File: src/rtl/snake_pkg.sv
// Shared Snake definitions: direction and state encodings, grid size and
// cell-index/opposite-direction helpers used by the controller and datapath.
package snake_pkg;

  localparam int GRID_DIM = 16;

  typedef enum logic [1:0] {
    DIR_UP    = 2'b00,
    DIR_DOWN  = 2'b01,
    DIR_LEFT  = 2'b10,
    DIR_RIGHT = 2'b11
  } dir_e;

  typedef enum logic [1:0] {
    ST_I    = 2'd0,
    ST_RUN  = 2'd1,
    ST_WIN  = 2'd2,
    ST_LOSE = 2'd3
  } state_e;

  // Occupancy map index for a cell: X*16+Y.
  function automatic logic [7:0] cell_index(input logic [3:0] x, input logic [3:0] y);
    return {x, y};
  endfunction

  // Direction that would turn the snake back onto its own neck.
  function automatic dir_e opposite_dir(input dir_e d);
    dir_e r;
    unique case (d)
      DIR_UP:    r = DIR_DOWN;
      DIR_DOWN:  r = DIR_UP;
      DIR_LEFT:  r = DIR_RIGHT;
      DIR_RIGHT: r = DIR_LEFT;
    endcase
    return r;
  endfunction

endpackage

File: src/rtl/snake_step_timer.sv
// Game-step divider: counts 0..STEP_DIV-1 while enabled, wraps, and flags
// the terminal count. Clear has priority and holds the count at zero.
module snake_step_timer #(
  parameter int STEP_DIV = 25000000
) (
  input  logic Clk,
  input  logic Reset,
  input  logic en,
  input  logic clr,
  output logic tc
);

  localparam int CNT_W = $clog2(STEP_DIV);
  localparam logic [CNT_W-1:0] LAST = CNT_W'(STEP_DIV - 1);

  logic [CNT_W-1:0] count_q, count_d;

  // Next count: clear wins, otherwise advance and wrap at the last value.
  always_comb begin
    count_d = count_q;
    if (clr) begin
      count_d = '0;
    end else if (en) begin
      count_d = (count_q == LAST) ? '0 : count_q + 1'b1;
    end
  end

  // Count register with asynchronous reset.
  always_ff @(posedge Clk or posedge Reset) begin
    if (Reset) begin
      count_q <= '0;
    end else begin
      count_q <= count_d;
    end
  end

  assign tc = en && (count_q == LAST);

endmodule

File: src/rtl/snake_game_sequencer.sv
// Snake game controller: state machine, step pulse generation, direction
// latching with reversal rejection, and wall/self collision and win checks.
// Optional macro WRAP_WALLS_EN makes the grid toroidal (no wall collisions).
module snake_game_sequencer
  import snake_pkg::*;
#(
  parameter int         STEP_DIV  = 25000000,
  parameter int         WIN_LEN   = 32,
  parameter logic [1:0] INIT_DIRN = 2'b00
) (
  input  logic         Clk,
  input  logic         Reset,
  input  logic         Start,
  input  logic         Ack,
  input  logic         Btn_Up,
  input  logic         Btn_Down,
  input  logic         Btn_Left,
  input  logic         Btn_Right,
  input  logic [3:0]   Head_X,
  input  logic [3:0]   Head_Y,
  input  logic [7:0]   Length,
  input  logic [255:0] Cell_Snake,
  output logic         q_I,
  output logic         q_Run,
  output logic         q_Win,
  output logic         q_Lose,
  output logic         SCEN,
  output logic [1:0]   In_Dirn
);

  localparam logic [7:0] WIN_LEN_B = 8'(WIN_LEN);
  localparam dir_e       INIT_DIR  = dir_e'(INIT_DIRN);

  state_e     state_q, state_d;
  logic       scen_q, scen_d;
  dir_e       dirn_q, dirn_d;
  dir_e       pend_q, pend_d;
  logic       step_tc;
  dir_e       sel_dir;
  logic       sel_valid;
  logic [3:0] next_x, next_y;
  logic       wall_hit, self_hit, win_hit;

  snake_step_timer #(
    .STEP_DIV(STEP_DIV)
  ) u_step_timer (
    .Clk  (Clk),
    .Reset(Reset),
    .en   (state_q == ST_RUN),
    .clr  (state_q != ST_RUN),
    .tc   (step_tc)
  );

  // Pick a single button by priority Up > Down > Left > Right.
  always_comb begin
    sel_dir   = DIR_UP;
    sel_valid = 1'b1;
    if (Btn_Up) begin
      sel_dir = DIR_UP;
    end else if (Btn_Down) begin
      sel_dir = DIR_DOWN;
    end else if (Btn_Left) begin
      sel_dir = DIR_LEFT;
    end else if (Btn_Right) begin
      sel_dir = DIR_RIGHT;
    end else begin
      sel_valid = 1'b0;
    end
  end

  // Cell the head would enter on the next step; 4-bit math wraps mod 16.
  always_comb begin
    next_x = Head_X;
    next_y = Head_Y;
    unique case (dirn_q)
      DIR_UP:    next_y = Head_Y + 4'd1;
      DIR_DOWN:  next_y = Head_Y - 4'd1;
      DIR_LEFT:  next_x = Head_X - 4'd1;
      DIR_RIGHT: next_x = Head_X + 4'd1;
    endcase
  end

`ifdef WRAP_WALLS_EN
  assign wall_hit = 1'b0;
`else
  localparam logic [3:0] GRID_MAX = 4'(GRID_DIM - 1);

  // Leaving the grid edge in the committed direction is a wall collision.
  always_comb begin
    wall_hit = 1'b0;
    unique case (dirn_q)
      DIR_UP:    wall_hit = (Head_Y == GRID_MAX);
      DIR_DOWN:  wall_hit = (Head_Y == 4'd0);
      DIR_LEFT:  wall_hit = (Head_X == 4'd0);
      DIR_RIGHT: wall_hit = (Head_X == GRID_MAX);
    endcase
  end
`endif

  assign self_hit = Cell_Snake[cell_index(next_x, next_y)];
  assign win_hit  = (Length >= WIN_LEN_B);

  // Next state, step pulse and direction bookkeeping.
  always_comb begin
    state_d = state_q;
    scen_d  = 1'b0;
    dirn_d  = dirn_q;
    pend_d  = pend_q;
    unique case (state_q)
      ST_I: begin
        if (Start) begin
          state_d = ST_RUN;
          dirn_d  = INIT_DIR;
          pend_d  = INIT_DIR;
        end
      end
      ST_RUN: begin
        if (sel_valid && (sel_dir != opposite_dir(dirn_q))) begin
          pend_d = sel_dir;
        end
        if (win_hit) begin
          state_d = ST_WIN;
        end else if (step_tc) begin
          if (wall_hit || self_hit) begin
            state_d = ST_LOSE;
          end else begin
            scen_d = 1'b1;
            dirn_d = pend_d;
          end
        end
      end
      ST_WIN, ST_LOSE: begin
        if (Ack) begin
          state_d = ST_I;
        end
      end
    endcase
  end

  // State, step pulse and direction registers.
  always_ff @(posedge Clk or posedge Reset) begin
    if (Reset) begin
      state_q <= ST_I;
      scen_q  <= 1'b0;
      dirn_q  <= INIT_DIR;
      pend_q  <= INIT_DIR;
    end else begin
      state_q <= state_d;
      scen_q  <= scen_d;
      dirn_q  <= dirn_d;
      pend_q  <= pend_d;
    end
  end

  assign q_I     = (state_q == ST_I);
  assign q_Run   = (state_q == ST_RUN);
  assign q_Win   = (state_q == ST_WIN);
  assign q_Lose  = (state_q == ST_LOSE);
  assign SCEN    = scen_q;
  assign In_Dirn = dirn_q;

endmodule
File: config.mk
export PLATFORM = sky130hd
export DESIGN_NAME = snake_game_sequencer
export DESIGN_NICKNAME = d
export VERILOG_FILES = /design/src/rtl/snake_pkg.sv /design/src/rtl/snake_step_timer.sv /design/src/rtl/snake_game_sequencer.sv
export SDC_FILE = /design/constraint.sdc
export NUM_CORES = 1
export LEC_CHECK = 0
export BUFFER_PORTS_ARGS = -buffer_cell sky130_fd_sc_hd__buf_2
export CAP_MARGIN = 20
export CORE_ASPECT_RATIO = 0.8
export CORE_MARGIN = 1
export CORE_UTILIZATION = 35
export DETAILED_ROUTE_END_ITERATION = 10
export GPL_TIMING_DRIVEN = 0
export PLACE_DENSITY = 0.61
export SYNTH_ARGS = -nofsm -noshare
export SYNTH_HDL_FRONTEND = slang
export SYNTH_SLANG_ARGS = --single-unit
File: constraint.sdc
create_clock -name Clk -period 9.1 [get_ports Clk]
set_input_delay 0.455 -clock Clk [delete_from_list [all_inputs] [get_ports Clk]]
set_output_delay 0.455 -clock Clk [all_outputs]
set_load 0.1 [all_outputs]
; Word-level counts from Yosys, hierarchy flattened
; Cells that the tools add are included.
[op_classes]
n_addsub = 5
n_lt_le_gt_ge = 2
eq_ne = 18
n_mux = 35
reduce_logical = 13
[ops]
columns = operator, n
row1 = 25-bit 2-to-1 mux, 3
row2 = 2-bit 2-to-1 mux, 15
row3 = 25-bit by 1-bit adder with 25-bit output (second input constant), 1
row4 = 25-bit == test (second input constant), 1
row5 = 4-bit one-hot mux with 2 select lines, 2
row6 = 2-bit inequality test (second input constant), 5
row7 = 8-bit by 9-bit less-than comparator with 1-bit output (second input constant), 1
row8 = 1-bit 2-to-1 mux, 9
row9 = 4-bit by 1-bit adder with 4-bit output (second input constant), 2
row10 = 1-bit binary-select mux with 8-bit select, 1
row11 = 2-bit == test (second input constant), 4
row12 = 4-bit == test (second input constant), 2
row13 = 8-bit by 6-bit greater-or-equal comparator with 1-bit output (second input constant), 1
row14 = 4-bit logical NOT, 2
row15 = 2-bit one-hot mux with 2 select lines, 2
row16 = 2-bit one-hot mux with 4 select lines, 1
row17 = 4-bit by 1-bit subtractor with 4-bit output (second input constant), 2
row18 = 3-bit inequality test (second input constant), 2
row19 = 2-bit one-hot mux with 3 select lines, 1
row20 = 5-bit AND reduction, 1
row21 = 2-bit by 1-bit == test with 1-bit output (second input constant), 2
row22 = 2-bit logical NOT, 2
row23 = 1-bit one-hot mux with 4 select lines, 1
row24 = 4-bit AND reduction, 1
row25 = 7 further kinds, 9
[totals]
reg_bits = 32
in_bits = 280
out_inout_bits = 7
wordCells = 78

; Depth between registers and ports, before layout
; Gate-level depths: netlist of run 1.
[depth]
word_depth = 11
ltp_mapped = 18
mapped_depth_nobuf = 14

; Modules after synthesis
; A second synthesis of run 1 with hierarchy kept.
[unflattened]
hier_cells = 557
hier_area_um2 = 4889.7
[modules_own_cells]
columns = module, instances, cells_each, area_each_um2, seq_area_each_um2
row1 = snake_game_sequencer, 1, 386, 3368.2, 175.2
row2 = snake_step_timer, 1, 171, 1521.5, 625.6

; Worst setup path before layout of run 1
; OpenSTA, ideal clock, no wires.
[synth_timing]
path_type = flip-flop to flip-flop
start = reg dirn_q[1] (netlist: In_Dirn[1])
end = reg state_q[1]
setup_time_ns = 0.122
t_arrival_ns = 4.369
t_required_ns = 8.978
slack_ns = 4.610
path_stages_with_launch = 17
n_path_buf = 2
period_less_slack_ns = 4.490
path_cell_list = dfrtp_1 > inv_1 > ha_1 > buf_4 > xor2_1 > ha_1 > a21o_1 > a221oi_4 > xor2_4 > buf_4 > mux4_2 > mux2_2 > o21ai_0 > a211oi_1 > o31ai_1 > nand3_1 > a31o_1
[synth_via]
elab_chain_cells = 7
elab_cells_between_ends = 12
cone_classes = eq/ne: 4 / mux: 5 / reduce/logical: 3
[synth_lines]
columns = element, line
row1 = start: declaration, snake_game_sequencer.sv:36  ; dir_e dirn_q, dirn_d;
row2 = start signal: assignment, snake_game_sequencer.sv:150  ; dirn_q <= dirn_d;
row3 = 2-bit by 1-bit == test with 1-bit output (tied with other cells), "snake_game_sequencer.sv:75, snake_game_sequencer.sv:91"
row4 = 4-bit one-hot mux with 2 select lines, snake_game_sequencer.sv:75  ; unique case (dirn_q)
row5 = 1-bit binary-select mux with 8-bit select, snake_game_sequencer.sv:100  ; assign self_hit = Cell_Snake[cell_index(next_x, next_y)];
row6 = 1-bit 2-to-1 mux (implied by the code), snake_game_sequencer.sv:100
row7 = 1-bit logical OR *, snake_game_sequencer.sv:124  ; if (wall_hit || self_hit) begin
row8 = 3-bit inequality test (no source line) *, --
row9 = 4-bit AND reduction (no source line) *, --
row10 = end signal: assignment, snake_game_sequencer.sv:148  ; state_q <= state_d;
row11 = end: declaration, snake_game_sequencer.sv:34  ; state_e state_q, state_d;
; Mark *: on every way between the ends. The rest lies on a longest branch, timed or not. The select of a mux whose other input is x is not followed.
; A chain may end at the register's enable or synchronous reset.

; Worst setup path in the final report of run 1
[layout_timing]
start = in Head_Y[1]
end = reg state_q[1]
[layout_via]
elab_chain_cells = 7
elab_cells_between_ends = 11
cone_classes = add/sub: 2 / eq/ne: 2 / mux: 4 / reduce/logical: 3
[layout_lines]
columns = element, line
row1 = start: declaration, snake_game_sequencer.sv:20  ; input logic [3:0] Head_Y,
row2 = 4-bit by 1-bit subtractor with 4-bit output / 4-bit by 1-bit adder with 4-bit output (equally long branches), "snake_game_sequencer.sv:77, snake_game_sequencer.sv:76"
row3 = 4-bit one-hot mux with 2 select lines, snake_game_sequencer.sv:75
row4 = 1-bit binary-select mux with 8-bit select, snake_game_sequencer.sv:100
row5 = 1-bit 2-to-1 mux (implied by the code), snake_game_sequencer.sv:100
row6 = 1-bit logical OR *, snake_game_sequencer.sv:124
row7 = 3-bit inequality test (no source line) *, --
row8 = 4-bit AND reduction (no source line) *, --
; Marks and branches as above.

==> flow_metrics.py, run 1 <==
metrics = {
    "status": {
        "status": "finished with violations",
        "violations": "DRC",
    },
    "sta": {
        "fin_worst_skew_ns": 0.00546,
        "max_slew.worst_pin.slew_ns": 0.872,
        "fin_crit_sh_pct": 53.7,
        "fin_ws_ns": 4.21,
        "hold_slack_ns": 0.279,
        "drv_slew": 0,
        "fin_setup_tns_ns": 0,
        "finalHoldViolations": 0,
        "rsz0062_at_grt": "no",
        "min_period_ns": 4.89,
        "final-setup-viol-count": 0,
        "fmax_mhz": 204,
        "slew-limit-headroom_pct": 41.5,
    },
    "global_route": {
        "grt_pass1_vias": 5573,
        "grt_start_max_net_pins": 18,
        "grtUsageTotal_pct": 26.5,
        "antenna_found_initial": 2,
        "grt_overflow": 0,
        "grt_pass1_wl_mm": 32.0,
    },
    "placed_design": {
        "placed_area_um2": 6930,
        "dp_slack_ns": 3.87,
        "routabilityCongestion": 0.903,
        "port_buffers": 280,
        "place.detailed.hpwl_mm": 16.8,
    },
    "power_and_ir_drop": {
        "p_sw_share_pct": 40.6,
        "switchingPower_uw": 298,
        "ir_worst_vdd_uv": 184,
        "pwr-share-seq_pct": 22.2,
        "p_total_uw": 735,
        "comb_power_share_pct": 54.1,
        "power_density_nw_per_um2": 104,
        "clockPowerShare_pct": 23.6,
        "p_leak_uw": 0.00337,
        "power.internal_uw": 437,
    },
    "synth": {
        "synth_top_area_cell": "mux4_2",
        "ys_top_cells_by_count": "mux2i_1, mux4_2, nor2_1",
        "postSynthAreaPerCell_um2": 9.92,
        "post-synth-top-count-cell": "mux2i_1",
        "synth.distinct_cells": 68,
        "synth_top_area_share_pct": 23.1,
        "synth.area.top_cells": "mux4_2, mux2i_1, dfrtp_1",
        "ys_seq_area_share_pct": 15.2,
        "synth_nets": 822,
        "synthCells": 531,
        "ys_async_sr_fraction_pct": 100,
        "ys_ff_latch": 32,
        "synth_flop_cell": "dfrtp_1",
        "synth-edff-count": 0,
        "ys_warn_count": 0,
        "synth_area_um2": 5270,
    },
    "clocking": {
        "cts_buffers": 5,
        "htreeDepth": 2,
        "postCtsHoldBufs": 0,
        "ctsResizeCount": 0,
        "clk_pin_slew_ns": 0.05,
        "cts_tree": "built",
        "clk_path_buf_depth": 2,
        "clk_latency_ns": 0.28,
        "numClockSinks": 32,
        "clockRootBuffer": "clkbuf_16",
        "post_cts_buffers": 0,
    },
    "critical_path": {
        "max_stage_delay_ns": 0.55,
        "worst-path-buf-inv": 5,
        "reg2reg_depth": 16,
        "cp.required_ns": 9.26,
        "critical-path-slowest-cell": "o31ai_1",
        "start_kind": "primary input",
        "end_kind": "register",
        "path_max_fanout": 10,
        "path_delay_family": "compound AO/OA/AOI/OAI gates",
        "crit_top_cell": "buf_4",
        "setup.worst_path.class": "in2reg",
        "cp.depth": 17,
        "cp.arrival_ns": 5.05,
        "critical_path.cell_chain": "clkbuf_2 > buf_4 > buf_4 > buf_2 > xor2_1 > ha_1 > o21ai_2 > a221oi_4 > xor2_4 > buf_4 > mux4_2 > mux2_2 > o21ai_0 > a211oi_1 > o31ai_1 > nand3_1 > a31o_1",
    },
    "floorplan": {
        "num_rows": 39,
        "dieArea_um2": 15600,
        "core-area_um2": 14500,
        "die_w_um": 139,
        "start_util_pct": 36.4,
        "die_height_um": 112,
        "ios": 287,
    },
    "detailed_routing": {
        "final_antenna_net_count": 0,
        "via_per_inst": 5.59,
        "wirelength_mm": 20.0,
        "wl_met1_mm": 9.22,
        "drtPass1Iterations": 8,
        "drc_errors": 20,
        "via_count": 5607,
        "drtIter0Drc": 401,
        "wl_met2_mm": 9.42,
        "routed-wl-met3_mm": 1.11,
        "wl_per_cell_um": 19.9,
        "top_layer_used": "met5",
    },
    "job": {
        "drv_cap": 0,
    },
    "layout": {
        "num_antenna_cells": 0,
        "layout.nets": 1110,
        "stdcell_area_um2": 7080,
        "synthToLayoutAreaGrowth_pct": 34.4,
        "drive_above_1_share_pct": 47.0,
    },
    "min_path": {
        "hp-class": "in2async",
    },
}
## logic make-up (layout without fill, tap and decap cells)
family | count (synthesis) | count (layout) | share of synthesized area (%)
multiplexers | 162 | 162 | 44.7
AND/OR/NAND/NOR | 156 | 156 | 14.5
AO/OA/AOI/OAI | 83 | 83 | 12.2
buffers and inverters | 56 | 344 | 5.20
flip-flops | 32 | 32 | 15.2
XOR/XNOR | 31 | 31 | 5.51
adder cells (fa/ha/maj) | 11 | 11 | 2.75
## layout make-up
type                            count  area [um2]
Timing Repair Buffer              281        1430
Multi-Input combinational cell    443        4190
Buffer                             38         206
Sequential cell                    32         801
Clock buffer                        7         153
Tap cell                          184         230
Fill cell                        1419        7410
Inverter                           18        67.6
## cell usage in the layout, fill, tap and decap left out, types with 3 or more instances in the layout
cell type and n:
mux4_1 3, nand4_1 7, ha_1 10, clkbuf_1 9, mux4_2 54, nand3_1 19, nor2_1 41, inv_1 17
o211ai_1 5, clkbuf_16 5, o31ai_1 6, buf_4 10, a21o_1 3, nor3_1 10, o21ai_0 8, buf_2 294
nor4_1 8, buf_1 3, mux2_2 7, and3_1 7, xor2_1 17, a211oi_1 14, xnor2_1 13, or3_1 3
a21oi_1 10, dfrtp_1 32, nor2b_1 12, a2111oi_0 6, nand2_1 37, mux2i_1 97
## final timing paths
path	start	slack, ns	endpoint
min	Reset	0.28	u_step_timer.count_q[22]
max	Head_Y[1]	4.21	state_q[1]
max in group asynchronous	Reset	8.30	u_step_timer.count_q[9]
min in group Clk	Ack	0.39	state_q[0]
max reg2reg	In_Dirn[1]	4.44	state_q[1]
min reg2reg	u_step_timer.count_q[0]	0.49	u_step_timer.count_q[0]
## layer usage
layer | vias to the layer above | GRT usage, %
li1 | 2658 | -
met1 | 2741 | 37.3
met2 | 188 | 43.5
met3 | 18 | 3.78
met4 | 2 | 4.89
met5 | - | 0
## sequential cells by signal, summed over array words and instances, names as in the netlist
register,flops
state_q,2
u_step_timer.count_q,25
In_Dirn,2
pend_q,2
SCEN,1
## per-stage QoR
step	utilization, %	instances
floorplan	-	531
global placement	47.6	995
detailed placement	47.8	996
CTS	48.9	1003
global route	48.9	1003
finish	48.9	1003
## power groups by stage
stage | Combinational [uW] | Clock (uW) | Sequential, uW
after detailed placement | 395 | 0 | 166
final | 398 | 174 | 163
after CTS | 397 | 176 | 163
after global placement | 392 | 0 | 166
after floorplan | 263 | 0 | 163
after global routing | 430 | 184 | 166
Power figures use the tool's default switching activity.
==> run 2, diff against run 1 <==
Settings changed: ABC_AREA set to 1.
Clock period 9.1 ns to 4.72 ns, I/O delays scaled along.
==> flow_metrics.py, run 2 <==
metrics = {
    "clocking": {
        "numClockSinks": 32,
        "htreeDepth": 2,
        "clk_pin_slew_ns": 0.05,
        "cts_buffers": 5,
        "postCtsHoldBufs": 0,
        "clockRootBuffer": "clkbuf_16",
        "clk_path_buf_depth": 2,
        "clk_latency_ns": 0.28,
        "ctsResizeCount": 0,
        "post_cts_buffers": 0,
        "cts_tree": "built",
    },
    "synth": {
        "postSynthAreaPerCell_um2": 5.11,
        "post-synth-top-count-cell": "nand2_1",
        "synthCells": 1072,
        "synth_nets": 1363,
        "synth_compound_area_share_pct": 11.1,
        "synth.area.top_cells": "nand2_1, dfrtp_1, inv_1",
        "synth_top_area_share_pct": 30.3,
        "synth_top_area_cell": "nand2_1",
        "synth_xor_area_share_pct": 1.12,
        "synth-edff-count": 0,
        "ys_seq_area_share_pct": 14.6,
        "ys_warn_count": 0,
        "synth_top_family_by_area": "simple AND/OR/NAND/NOR gates",
        "synthSimpleGateAreaFrac_pct": 51.2,
        "ys_top_cells_by_count": "nand2_1, inv_1, nand3_1",
        "synthAdderAreaFrac_pct": 2.65,
        "synth_flop_cell": "dfrtp_1",
        "ys_async_sr_fraction_pct": 100,
        "synth.distinct_cells": 37,
        "ys_ff_latch": 32,
        "synth.area.mux_share_pct": 0,
        "synth_area_um2": 5480,
    },
    "global_route": {
        "grt_pass1_wl_mm": 35.9,
        "antenna_found_initial": 1,
        "grt_pass1_vias": 7053,
        "grt_start_max_net_pins": 19,
        "grtUsageTotal_pct": 28.5,
        "grt_overflow": 0,
    },
    "critical_path": {
        "startpoint": "In_Dirn[1]",
        "crit_path_end": "state_q[0]",
        "cp.arrival_ns": 3.91,
        "reg2reg_setup_slack_ns": 0.99,
        "setup.worst_path.class": "reg2reg",
        "path_max_fanout": 10,
        "crit_top_cell": "nand2_1",
        "start_kind": "register",
        "cp.required_ns": 4.89,
        "critical-path-slowest-cell": "clkbuf_1",
        "reg2reg_depth": 22,
        "critical_path.cell_chain": "inv_1 > ha_1 > nor2_1 > nor2_1 > ha_1 > o21ai_2 > clkbuf_1 > nand2_1 > nand2_1 > nand2_1 > nand3_1 > nand3_1 > nand3_1 > nand2_1 > nand2_1 > nand3_1 > nand3_1 > nand2_1 > nand2_2 > nand2_1 > nand2_1 > nand2_1",
        "end_kind": "register",
        "max_stage_delay_ns": 0.52,
        "rr_endpoint": "state_q[0]",
        "r2r-start": "In_Dirn[1]",
    },
    "power_and_ir_drop": {
        "ir_worst_vdd_uv": 318,
        "pwr-share-seq_pct": 7.5,
        "comb_power_share_pct": 84.1,
        "clockPowerShare_pct": 8.4,
        "p_leak_uw": 0.00456,
        "p_sw_share_pct": 60.9,
        "power_density_nw_per_um2": 598,
        "power.internal_uw": 1720,
        "switchingPower_uw": 2670,
    },
    "sta": {
        "rsz0062_at_grt": "no",
        "fin_worst_skew_ns": 0.00488,
        "finalHoldViolations": 0,
        "fin_crit_sh_pct": 79.1,
        "final-setup-viol-count": 0,
        "slew-limit-headroom_pct": 48.4,
        "fin_setup_tns_ns": 0,
        "max_slew.worst_pin.slew_ns": 0.773,
        "min_period_ns": 3.73,
        "fmax_mhz": 268,
        "drv_slew": 0,
    },
    "placed_design": {
        "port_buffers": 281,
        "place.detailed.hpwl_mm": 18.6,
        "routabilityCongestion": 0.891,
    },
    "job": {
        "drv_cap": 0,
    },
    "floorplan": {
        "dieArea_um2": 16200,
        "core-area_um2": 15200,
        "ios": 287,
        "start_util_pct": 36.1,
        "die_height_um": 114,
        "num_rows": 40,
        "die_w_um": 142,
    },
    "layout": {
        "multi_input_area_um2": 3620,
        "final_util_pct": 48.4,
        "mostFrequentLayoutCells": "nand2_1, buf_2, inv_1, nand3_1, nor2_1",
        "layout.nets": 1652,
        "largest_register": "u_step_timer.count_q",
        "synthToLayoutAreaGrowth_pct": 34.0,
        "ff_latch_area_um2": 801,
        "largest_reg_flops": 25,
        "fillers": 1769,
        "drive_above_1_share_pct": 25.9,
        "final_common_cell": "nand2_1",
    },
    "detailed_routing": {
        "final_antenna_net_count": 0,
        "drtIter0Drc": 521,
        "via_count": 7648,
        "drtPass1Iterations": 5,
        "drc_errors": 0,
        "wirelength_mm": 23.2,
        "via_per_inst": 4.86,
        "wl_per_cell_um": 14.7,
    },
    "min_path": {
        "hp-class": "in2async",
    },
    "status": {
        "status": "finished, final reports clean",
    },
}
[run 2: cell types whose count changed in the layout (fill, tap and decap cells not counted), sizes merged, moves of 13 or more]
cell,previous run,this run
nand2,37,452
inv,18,198
nand3,19,138
mux2i,97,0
mux4,57,0
o21ai,9,56
buf,309,322
xor2,18,5
[run 2: per-layer routing]
metal  vias to the layer above  wire length, um  track usage, %
met4                         0              399            6.45
met5                         -                0               0
met1                      3432            10500            37.9
met3                        30             1770            3.36
met2                       309            10500            49.3
li1                       3877                -               -
[run 2: critical path, delay by kind of cell, from the launching register on]
| family | cells | cell delay [ns] |
|---|---|---|
| flip-flops | 1 | 0.41 |
| AND/OR/NAND/NOR | 17 | 1.49 |
| adder cells (fa/ha/maj) | 2 | 0.56 |
| buffers and inverters | 2 | 0.68 |
| AO/OA/AOI/OAI | 1 | 0.47 |
[run 2: power groups by stage]
stage / Sequential, uW / Clock, uW / Combinational [uW]
after global routing: 334 / 389 / 4080
after floorplan: 369 / 0 / 2500
final: 330 / 366 / 3690
after detailed placement: 335 / 0 / 3620
after global placement: 333 / 0 / 3610
after CTS: 330 / 374 / 3640
[run 2: cell type report]
| type | instances | share of cell area (%) |
|---|---|---|
| Antenna cell | 1 | 0.0341 |
| Buffer | 47 | 4.35 |
| Clock buffer | 6 | 1.76 |
| Clock inverter | 2 | 0.477 |
| Inverter | 198 | 10.1 |
| Multi-Input combinational cell | 795 | 49.3 |
| Sequential cell | 32 | 10.9 |
| Tap cell | 210 | 3.58 |
| Timing Repair Buffer | 282 | 19.5 |
[run 2: kinds of logic after synthesis]
| logic type | count (synthesis) |
|---|---|
| fa+ha+maj | 11 |
| buf+inv | 245 |
| xor+xnor | 7 |
| flops | 32 |
| compound gates | 104 |
| simple gates | 673 |
[run 2: worst min path at each step]
stage | cells past startpoint | endpoint | start | slack (ns)
2_1_floorplan | 1 | In_Dirn[0] | Reset | 0.35
3_3_place_gp | 1 | u_step_timer.count_q[0] | u_step_timer.count_q[0] | 0.45
3_5_place_dp | 2 | SCEN | Reset | 0.42
4_1_cts | 2 | state_q[0] | Reset | 0.12
5_1_grt | 2 | SCEN | Reset | 0.17
6_report | 2 | state_q[0] | Reset | 0.09
[run 2: per-stage QoR]
stage               area [um2]  total power [uW]  hold slack, ns  cells  setup WS (ns)
floorplan                 5480              2870           0.352   1072           1.18
global placement          7150              3940           0.455   1563           1.07
detailed placement        7180              3960           0.423   1564           1.05
CTS                       7340              4340           0.116   1572           1.02
global route              7340              4800           0.168   1573          0.554
finish                    7340              4390          0.0910   1573          0.985
==> run 3, diff against run 2 <==
Settings changed: PLACE_DENSITY 0.61 to 0.63.
Clock period 4.72 ns to 3.03 ns, I/O delays scaled along.
==> flow_metrics.py, run 3 (synthesized netlist as in run 2, its figures left out) <==
metrics = {
    "layout": {
        "stdcell_area_um2": 8290,
        "synthToLayoutAreaGrowth_pct": 51.4,
        "layout.nets": 1690,
        "largest_reg_flops": 25,
        "fillers": 1664,
        "final_util_pct": 54.7,
        "final_common_cell": "nand2_1",
        "drive_above_1_share_pct": 32.6,
        "largest_register": "u_step_timer.count_q",
        "final_cells": 1612,
        "mostFrequentLayoutCells": "nand2_1, buf_2, inv_1, nand3_1, nor2_1",
    },
    "floorplan": {
        "die_height_um": 114,
        "num_rows": 40,
        "core-area_um2": 15200,
        "start_util_pct": 36.1,
        "die_w_um": 142,
        "ios": 287,
        "dieArea_um2": 16200,
    },
    "power_and_ir_drop": {
        "switchingPower_uw": 4750,
        "power.internal_uw": 3780,
        "ir_worst_vdd_uv": 566,
        "p_sw_share_pct": 55.7,
        "power_density_nw_per_um2": 1030,
        "comb_power_share_pct": 88.0,
        "pwr-share-seq_pct": 6.1,
        "p_leak_uw": 0.00495,
        "clockPowerShare_pct": 5.9,
        "p_total_uw": 8540,
    },
    "placed_design": {
        "place_inst": 1564,
        "place.detailed.hpwl_mm": 18.6,
        "placed_area_um2": 7190,
        "routabilityCongestion": 0.921,
        "port_buffers": 281,
    },
    "sta": {
        "fmax_mhz": 325,
        "max_slew.worst_pin.slew_ns": 0.566,
        "min_period_ns": 3.08,
        "finalHoldViolations": 0,
        "rsz0062_at_grt": "yes",
        "drv_slew": 0,
        "slew-limit-headroom_pct": 62.3,
        "fin_crit_sh_pct": 102,
        "fin_ws_ns": -0.0492,
        "fin_setup_tns_ns": -0.0846,
        "final-setup-viol-count": 2,
        "fin_worst_skew_ns": 0.00413,
    },
    "detailed_routing": {
        "final_antenna_net_count": 0,
        "drc_errors": 0,
        "via_per_inst": 4.93,
        "via_count": 7948,
        "drtIter0Drc": 464,
        "drtPass1Iterations": 5,
        "wirelength_mm": 24.4,
        "wl_per_cell_um": 15.1,
    },
    "clocking": {
        "cts_tree": "built",
        "numClockSinks": 32,
        "clockRootBuffer": "clkbuf_16",
        "cts_buffers": 5,
        "htreeDepth": 2,
        "clk_latency_ns": 0.27,
        "clk_path_buf_depth": 2,
        "clk_pin_slew_ns": 0.05,
    },
    "critical_path": {
        "r2r-start": "In_Dirn[1]",
        "reg2reg_setup_slack_ns": -0.05,
        "reg2reg_depth": 23,
        "start_kind": "register",
        "path_max_fanout": 7,
        "cp.arrival_ns": 3.24,
        "rr_endpoint": "In_Dirn[1]",
        "end_kind": "register",
        "cp.required_ns": 3.19,
        "setup.worst_path.class": "reg2reg",
    },
    "status": {
        "violations": "setup timing",
        "status": "finished with violations",
    },
    "min_path": {
        "hp-class": "in2reg",
        "min-delay-start": "Ack",
        "holdPathEnd": "state_q[1]",
        "hold_depth": 3,
    },
    "global_route": {
        "grtUsageTotal_pct": 28.7,
        "grt_overflow": 0,
        "grt_pass1_vias": 7141,
        "grt_start_max_net_pins": 23,
        "antenna_found_initial": 2,
        "grt_pass1_wl_mm": 36.2,
    },
    "job": {
        "drv_cap": 0,
    },
}
## run 3: cell types whose count changed in the layout (fill, tap and decap cells not counted), sizes merged
cell         previous run  this run
buf                   322       356
clkbuf                 13        15
bufinv                  1         0
clkinv                  1         2
diode                   1         2
dlygate4sd3             0         1
o21ai                  56        57
## run 3: power groups by stage
stage / registers (uW) / clock network (uW) / logic [uW]
3_5_place_dp: 525 / 0 / 5670
2_1_floorplan: 580 / 0 / 3920
5_1_grt: 531 / 526 / 8110
3_3_place_gp: 523 / 0 / 5620
4_1_cts: 524 / 511 / 6390
6_report: 523 / 502 / 7510
## run 3: final cells by class
type                            count  area (um2)  area share, %
Sequential cell                    32         806           9.71
Tap cell                          210         263           3.17
Antenna cell                        2        5.00         0.0603
Multi-Input combinational cell    796        3940           47.5
Clock inverter                      2        10.0          0.121
Clock buffer                        6         139           1.67
Timing Repair Buffer              319        1840           22.1
Inverter                          198         751           9.05
Buffer                             47         548           6.61
## run 3: layer usage
metal	global-route usage [%]	routed length, um
met2	48.7	11300
met5	0	0
met3	3.65	1890
met1	38.4	10600
met4	7.60	561
## run 3: what timing repair did
item / 4_1_cts / 5_1_grt
setup endpoints to repair: 5 / 5
endpoints found under the hold margin: 10 / 0
hold buffers: 1 / 0
gates cloned: 2 / 5
gates resized for setup: 82 / 83
buffers inserted: 13 / 17
pin swaps: 26 / 34
## run 3: how the worst max path moves through the flow
stage | cells after the start | slack (ns) | start | to
after floorplan | 24 | -0.005 | In_Dirn[1] | state_q[0]
after global placement | 22 | -0.54 | In_Dirn[1] | In_Dirn[0]
after detailed placement | 24 | -0.56 | In_Dirn[1] | state_q[0]
after CTS | 26 | 0.0002 | In_Dirn[1] | In_Dirn[1]
after global routing | 23 | -0.17 | In_Dirn[1] | In_Dirn[1]
final | 23 | -0.05 | In_Dirn[1] | In_Dirn[1]
## run 3: metrics by stage
stage	setup slack, ns	hold WS [ns]
floorplan	-0.00452	0.268
global placement	-0.544	0.423
detailed placement	-0.563	0.202
CTS	0.000200	0.129
global route	-0.171	0.153
finish	-0.0492	0.131
## run 3: worst max-delay path: stages (launching register included)
cell and delay (ns):
dfrtp_4 0.50, inv_6 0.09, ha_4 0.15, nand2_2 0.06
inv_2 0.08, nor2_4 0.05, ha_4 0.30, nand2_4 0.07
o21ai_4 0.07, buf_12 0.17, buf_8 0.12, o21ai_0 0.07
o21ai_1 0.19, nand2_1 0.09, nand3_2 0.09, nand3_1 0.07
nand3_1 0.09, nand2_1 0.07, nand2_1 0.07, nand3_2 0.09
nand4_1 0.19, nand2_2 0.12, nand2_1 0.09, o21ai_1 0.06
